**src/rtl/key_conditioner.sv**
```systemverilog
// Board input front-end: synchronizes slide switches, debounces active-low
// push-buttons and generates press, release and auto-repeat strobes.
module key_conditioner #(
   parameter int NUM_KEYS        = 2,
   parameter int SW_W            = 10,
   parameter int DEBOUNCE_CYCLES = 500000,
   parameter int REPEAT_DELAY    = 25000000,
   parameter int REPEAT_PERIOD   = 5000000
) (
   input  logic                clk100_i,
   input  logic                rst_i,
   input  logic [NUM_KEYS-1:0] key_i,
   input  logic [SW_W-1:0]     sw_i,
   output logic [SW_W-1:0]     sw_o,
   output logic                sw_chg_o,
   output logic [NUM_KEYS-1:0] key_lvl_o,
   output logic [NUM_KEYS-1:0] key_press_o,
   output logic [NUM_KEYS-1:0] key_rel_o,
   output logic [NUM_KEYS-1:0] key_rep_o
);

   localparam int DC_W = $clog2(DEBOUNCE_CYCLES + 1);
   localparam logic [DC_W-1:0] DC_LAST = DC_W'(DEBOUNCE_CYCLES - 1);
   localparam int RC_MAX = (REPEAT_DELAY > REPEAT_PERIOD) ? REPEAT_DELAY : REPEAT_PERIOD;
   localparam int RC_W = $clog2(RC_MAX + 1);

   typedef enum logic {PH_DELAY, PH_PERIOD} phase_t;

   logic [SW_W-1:0] sw_s1_reg;
   logic [SW_W-1:0] sw_reg;
   logic [SW_W-1:0] sw_d_reg;
   logic            sw_chg_reg;

   // sw_d_reg trails sw_reg by one cycle so the change strobe is registered.
   always_ff @(posedge clk100_i) begin
      if (rst_i) begin
         sw_s1_reg  <= '0;
         sw_reg     <= '0;
         sw_d_reg   <= '0;
         sw_chg_reg <= 1'b0;
      end else begin
         sw_s1_reg  <= sw_i;
         sw_reg     <= sw_s1_reg;
         sw_d_reg   <= sw_reg;
         sw_chg_reg <= (sw_reg != sw_d_reg);
      end
   end

   assign sw_o     = sw_reg;
   assign sw_chg_o = sw_chg_reg;

   genvar gi;
   generate
      for (gi = 0; gi < NUM_KEYS; gi++) begin : g_key
         logic            key_s1_reg;
         logic            key_s2_reg;
         logic            ps;
         logic [DC_W-1:0] dc_reg;
         logic            lvl_reg;
         logic            press_reg;
         logic            rel_reg;
         logic            accept;
         logic            press_now;
         logic            rel_now;

         // Synchronizer keeps the raw active-low polarity; released = 1.
         assign ps        = ~key_s2_reg;
         assign accept    = (ps != lvl_reg) && (dc_reg == DC_LAST);
         assign press_now = accept && ps;
         assign rel_now   = accept && !ps;

         always_ff @(posedge clk100_i) begin
            if (rst_i) begin
               key_s1_reg <= 1'b1;
               key_s2_reg <= 1'b1;
               dc_reg     <= '0;
               lvl_reg    <= 1'b0;
               press_reg  <= 1'b0;
               rel_reg    <= 1'b0;
            end else begin
               key_s1_reg <= key_i[gi];
               key_s2_reg <= key_s1_reg;
               press_reg  <= press_now;
               rel_reg    <= rel_now;
               if (ps == lvl_reg) begin
                  dc_reg <= '0;
               end else if (dc_reg == DC_LAST) begin
                  lvl_reg <= ps;
                  dc_reg  <= '0;
               end else begin
                  dc_reg <= dc_reg + 1'b1;
               end
            end
         end

         assign key_lvl_o[gi]   = lvl_reg;
         assign key_press_o[gi] = press_reg;
         assign key_rel_o[gi]   = rel_reg;

         if (REPEAT_DELAY > 0) begin : g_rep
            localparam logic [RC_W-1:0] RD_LAST = RC_W'(REPEAT_DELAY - 1);
            localparam logic [RC_W-1:0] RP_LAST = RC_W'(REPEAT_PERIOD - 1);

            phase_t          phase_reg, phase_next;
            logic [RC_W-1:0] rc_reg, rc_next;
            logic            rep_reg, rep_next;

            always_ff @(posedge clk100_i) begin
               if (rst_i) begin
                  phase_reg <= PH_DELAY;
                  rc_reg    <= '0;
                  rep_reg   <= 1'b0;
               end else begin
                  phase_reg <= phase_next;
                  rc_reg    <= rc_next;
                  rep_reg   <= rep_next;
               end
            end

            // Press and release-acceptance edges restart the schedule, which
            // keeps the repeat strobe off both of them.
            always_comb begin
               phase_next = phase_reg;
               rc_next    = rc_reg;
               rep_next   = 1'b0;
               if (press_now || rel_now || !lvl_reg) begin
                  phase_next = PH_DELAY;
                  rc_next    = '0;
               end else if (phase_reg == PH_DELAY && rc_reg == RD_LAST) begin
                  phase_next = PH_PERIOD;
                  rc_next    = '0;
                  rep_next   = 1'b1;
               end else if (phase_reg == PH_PERIOD && rc_reg == RP_LAST) begin
                  rc_next    = '0;
                  rep_next   = 1'b1;
               end else begin
                  rc_next    = rc_reg + 1'b1;
               end
            end

            assign key_rep_o[gi] = rep_reg;
         end else begin : g_no_rep
            assign key_rep_o[gi] = 1'b0;
         end
      end
   endgenerate

endmodule

```
**config.mk**
```make
export PLATFORM = sky130hd
export DESIGN_NAME = key_conditioner
export DESIGN_NICKNAME = d
export VERILOG_FILES = /design/src/rtl/key_conditioner.sv
export SDC_FILE = /design/constraint.sdc
export NUM_CORES = 1
export LEC_CHECK = 0
export ABC_CLOCK_PERIOD_IN_PS = 2500
export BUFFER_PORTS_ARGS = -buffer_cell sky130_fd_sc_hd__buf_2
export CAP_MARGIN = 5
export CORE_MARGIN = 3
export CORE_UTILIZATION = 45
export DETAILED_ROUTE_END_ITERATION = 12
export PLACE_DENSITY = 0.6
export SLEW_MARGIN = 10
export SYNTH_ARGS = -nofsm -noshare
export SYNTH_HDL_FRONTEND = slang
export SYNTH_SLANG_ARGS = --single-unit
export TNS_END_PERCENT = 30
```
**constraint.sdc**
```tcl
create_clock -name clk100_i -period 2.5 [get_ports clk100_i]
set_input_delay 0.5 -clock clk100_i [delete_from_list [all_inputs] [get_ports clk100_i]]
set_output_delay 0.5 -clock clk100_i [all_outputs]
set_load 0.03 [all_outputs]
```
-- Word level (Yosys, flattened, before mapping)
Index checks and enable logic that the tools add are counted.
- muxes and demuxes: 4
- bitwise logic cells: 6
- equal/unequal tests: 11
- $add $sub $neg: 4
- reduce and logical (&&, ||, !) cells: 24
- operators by type and width (cell ; number):
    $add 25x1->25 const B ; 2
    $eq 25x23->1 const B ; 2
    $eq 25x25->1 const B ; 2
    $add 19x1->19 const B ; 2
    $eq 19x19->1 const B ; 2
    $logic_and 1x1->1 ; 10
    $ne 10x10->1 ; 1
    $reduce_or 4->1 ; 2
    $not 1->1 ; 6
    $reduce_or 3->1 ; 2
    $logic_or 1x1->1 ; 4
    $mux 1 ; 4
    $reduce_and 2->1 ; 2
    $reduce_or 2->1 ; 2
    $eq 1x1->1 ; 2
    $logic_not 1->1 ; 2
    $ne 1x1->1 ; 2
- word-level logic and storage cells: 71
- output and inout port bits: 19
- bits of input ports: 14
- bits in registers: 133

-- Longest topological paths before layout
- word-level depth: 7
- mapped depth: 7
- gate-level depth less buffers: 5

-- Worst setup path before layout
OpenSTA, ideal clock, no wires.
- kind: reg2reg
- start: register g_key[1].dc_reg[5]
- end: register g_key[1].g_rep.rc_reg[1]
- arrival: 1.967 ns
- buffers on the path: 2
- cell stages (with the launch flop): 7
- path slack: 0.385 ns
- clock period less this slack: 2.115 ns
- cell sequence: dfxtp_1 buf_6 or4b_4 or4_4 o31ai_4 buf_6 nor3b_1
- cells in the longest elaborated chain, start to end: 6
- elaborated cells between the ends (all ways): 7
- those cells by class: 1 x eq/ne; 6 x reduce/logical
- ends and longest elaborated chain (item ; line ; source):
    start: declaration ; 58 ; logic [DC_W-1:0] dc_reg;
    start signal: assignment ; 91 ; dc_reg <= dc_reg + 1'b1;
    $eq 19x19->1 (*) ; 68 ; assign accept = (ps != lvl_reg) && (dc_reg == DC_LAST);
    $logic_and 1x1->1 (*) ; 68 ;
    $logic_and 1x1->1, on equally long branches ; 69, 70 ;
    $logic_or 1x1->1 (*) (2 in a row) ; 126 ; if (press_now || rel_now || !lvl_reg) begin
    $reduce_or 4->1 (no source line) (*) ; - ;
    end signal: assignment ; 115 ; rc_reg <= rc_next;
    end: declaration ; 105 ; logic [RC_W-1:0] rc_reg, rc_next;
Every way passes the cells marked *; elsewhere a longest branch is shown, timed or not.
A chain may end at the register's enable or synchronous reset.

-- Worst setup path after layout
- start: register g_key[0].g_rep.rc_reg[6]
- end: register g_key[0].g_rep.rc_reg[21]
- cells in the longest elaborated chain, start to end: 3
- elaborated cells between the ends (all ways): 6
- those cells by class: 1 x add/sub; 2 x eq/ne; 3 x reduce/logical
- ends and longest elaborated chain (item ; line):
    start: declaration ; 105
    start signal: assignment ; 115
    branches (longest 3 deep; another with $add 25x1->25) ; -
Parallel ways; which one is timed is not known.

==> results_dict.tcl <==
set metrics [dict create \
    status "finished, final reports clean" \
    postCtsSetupBuffers 0 \
    synth_top_area_cell "dfxtp_1" \
    yosysMostFrequentCell "dfxtp_1" \
    largest_register_ffs 50 \
    yosys_warnings 0 \
    final_cells 816 \
    p_leak_nw 2.16 \
    die-area_sq_mm 0.0139 \
    slowest_stage "or4_1" \
    rr_worst_depth 4 \
    synth_fp_nets 622 \
    h-tree-depth 4 \
    rsz0062_at_grt "no" \
    num_antenna_cells 0 \
    initial_core_util 0.465 \
    fmaxAchievable_mhz 461 \
    crit_required_ns 2.82 \
    cts_num_sinks 133 \
    finClkSkew_ns 0.00623 \
    synth-compound-area-share 0.105 \
    syn-cell-area_sq_mm 0.00565 \
    routedWlPerCell_um 13.6 \
    period_share 0.868 \
    ys_seq_area_frac 0.471 \
    max_cap_violations 0 \
    io_buffers 32 \
    root_buffer "clkbuf_16" \
    place_inst 784 \
    fin_nets 653 \
    drtIter0Drc 248 \
    synth_edf_count 0 \
    synth_fa_ha_area_frac 0.00886 \
    muxShareOfSynthArea 0 \
    final_antenna_net_count 0 \
    grt_pass1_vias 4101 \
    synth_top_family_by_area "simple AND/OR/NAND/NOR gates" \
    grt_first_pass_wirelength_mm 19.2 \
    grt_max_degree 34 \
    tns_ns 0 \
    hpwl_mm 7.44 \
    period_needed_ns 2.17 \
    yosys.area.top_type_share 0.471 \
    ir_drop_v 0.000527 \
    hold_violations 0 \
    cts_tree "built" \
    synth_area_leaders "dfxtp_1 47%, xor2_1 7.1%, nor2b_1 3.8%" \
    syn2layout_area_growth_pct 15.2 \
    die_y_um 118 \
    coreArea_sq_mm 0.0122 \
    ys_types 42 \
    drive_above_1_share 0.140 \
    synthFlopType "dfxtp_1" \
    rows 40 \
    holdBufCountCts 0 \
    cts_resized 0 \
    drc 0 \
    ys_seq_elements 133 \
    cp_max_fo 14 \
    worstSetupEndpointType "register" \
    hold_class "in2reg" \
    synthSimpleGateAreaFrac 0.294 \
    cellPowerDensity_mw_per_mm2 699 \
    vias_per_cell 5.37 \
    path_cells "and4_1, nand4_1, or4_1, a211oi_1" \
    clkLatencyLatePin_ns 0.41 \
    grt_remaining_overflow 0 \
    start_kind "register" \
    arrival_ns 2.49 \
    slew_headroom 0.599 \
    critical_path_class "reg2reg" \
    firstDrtPassIters 4 \
    grtUsageTotal 0.166 \
    worst_pin_slew_ns 0.602 \
    synthCells 604 \
    ys_top_cells_by_count "133 x dfxtp_1, 46 x xor2_1, 34 x nor2b_1" \
    hold_depth 2 \
    io_pins 33 \
    slew_viol_final 0 \
    path_clk_slew_ns 0.06 \
    ctsLongestPathBuffers 2 \
    avgSynthCellArea_sq_um 9.35 \
    place_congestion 0.769 \
    critPathMaxStageDelay_ns 0.63 \
    vias 4379 \
    async_reset_ff_frac 0 \
    cts_inserted_buffers 17 \
    die_w_um 118 \
    setup_viol 0 \
    synth_xor_area_frac 0.0837 \
    grt_antenna_before_repair 0 \
    drt-total-wl_mm 11.1 \
]
==> final cells by class <==
cell class / count / area, sq um
Sequential cell: 133 / 2660
Tap cell: 168 / 210
Multi-Input combinational cell: 431 / 2790
Inverter: 8 / 30.0
Fill cell: 1112 / 5650
Timing Repair Buffer: 44 / 250
Clock buffer: 20 / 467
Clock inverter: 12 / 95.1
==> logic make-up after synthesis <==
logic type,Yosys count
DFF,133
buffers and inverters,40
and+or+nand+nor,285
adders and majority gates,4
AOI/OAI and AO/OA,88
xor gates and xnor gates,54
==> power breakdown <==
part	switching (mW)	total (mW)	internal, mW
sequential	0.0119	2.16	2.14
combinational	0.0479	0.0827	0.0348
clock	0.951	2.31	1.36
total	1.01	4.55	3.54
==> per-stage QoR <==
stage / instance area [sq um] / hold WS [ns] / power (mW) / setup slack [ns] / utilization
after CTS: 6510 / 0.259 / 4.62 / 0.333 / 0.535
after floorplan: 5650 / 0.389 / 2.26 / 0.385 / -
after detailed placement: 5950 / 0.408 / 2.29 / 0.360 / 0.489
after global routing: 6510 / 0.259 / 4.73 / 0.140 / 0.535
after global placement: 5950 / 0.412 / 2.29 / 0.380 / 0.489
final: 6510 / 0.276 / 4.55 / 0.330 / 0.535
==> metal layers <==
metal,GRT usage,part of all wire,vias to the layer above
met5,0,0,-
met4,0.0703,0.014,0
met3,0.0471,0.035,10
met2,0.263,0.47,57
met1,0.212,0.48,2044
li1,-,-,2268
==> critical path: cells and delay by family (launching register included) <==
family          cells  cell delay [ns]
simple gates        3             1.40
flops               1             0.43
compound gates      1             0.25
==> cell usage in the layout, fill, tap and decap left out, drive strengths merged <==
| cell type | instances |
|---|---|
| buf | 44 |
| or3 | 26 |
| a211oi | 26 |
| clkinvlp | 2 |
| xor2 | 46 |
| or2 | 5 |
| nor4bb | 1 |
| nor2 | 31 |
| ha | 4 |
| inv | 12 |
| nand3 | 25 |
| or4 | 17 |
| o21ai | 27 |
| nor3b | 2 |
| o21ba | 2 |
| nand4b | 1 |
| clkbuf | 20 |
| nor4b | 6 |
| a21oi | 15 |
| and3 | 10 |
| o31ai | 16 |
| nor4 | 7 |
| dfxtp | 133 |
| nand4bb | 2 |
| clkinv | 6 |
| nor3 | 28 |
| xnor2 | 8 |
| and4b | 1 |
| or4b | 2 |
| nand2 | 33 |
| nor2b | 34 |
| and4 | 13 |
| nand4 | 30 |
| a41oi | 1 |
| and2 | 11 |
| a2111oi | 1 |
==> worst paths after layout <==
check | start | endpoint | slack, ns
max | g_key[0].g_rep.rc_reg[6] | g_key[0].g_rep.rc_reg[21] | 0.33
min | key_i[0] | g_key[0].key_s1_reg | 0.28
min reg2reg | g_key[1].key_s1_reg | g_key[1].key_s2_reg | 0.43
max reg2reg | g_key[0].g_rep.rc_reg[6] | g_key[0].g_rep.rc_reg[21] | 0.33
No activity file was read; power rests on OpenSTA's default activity.
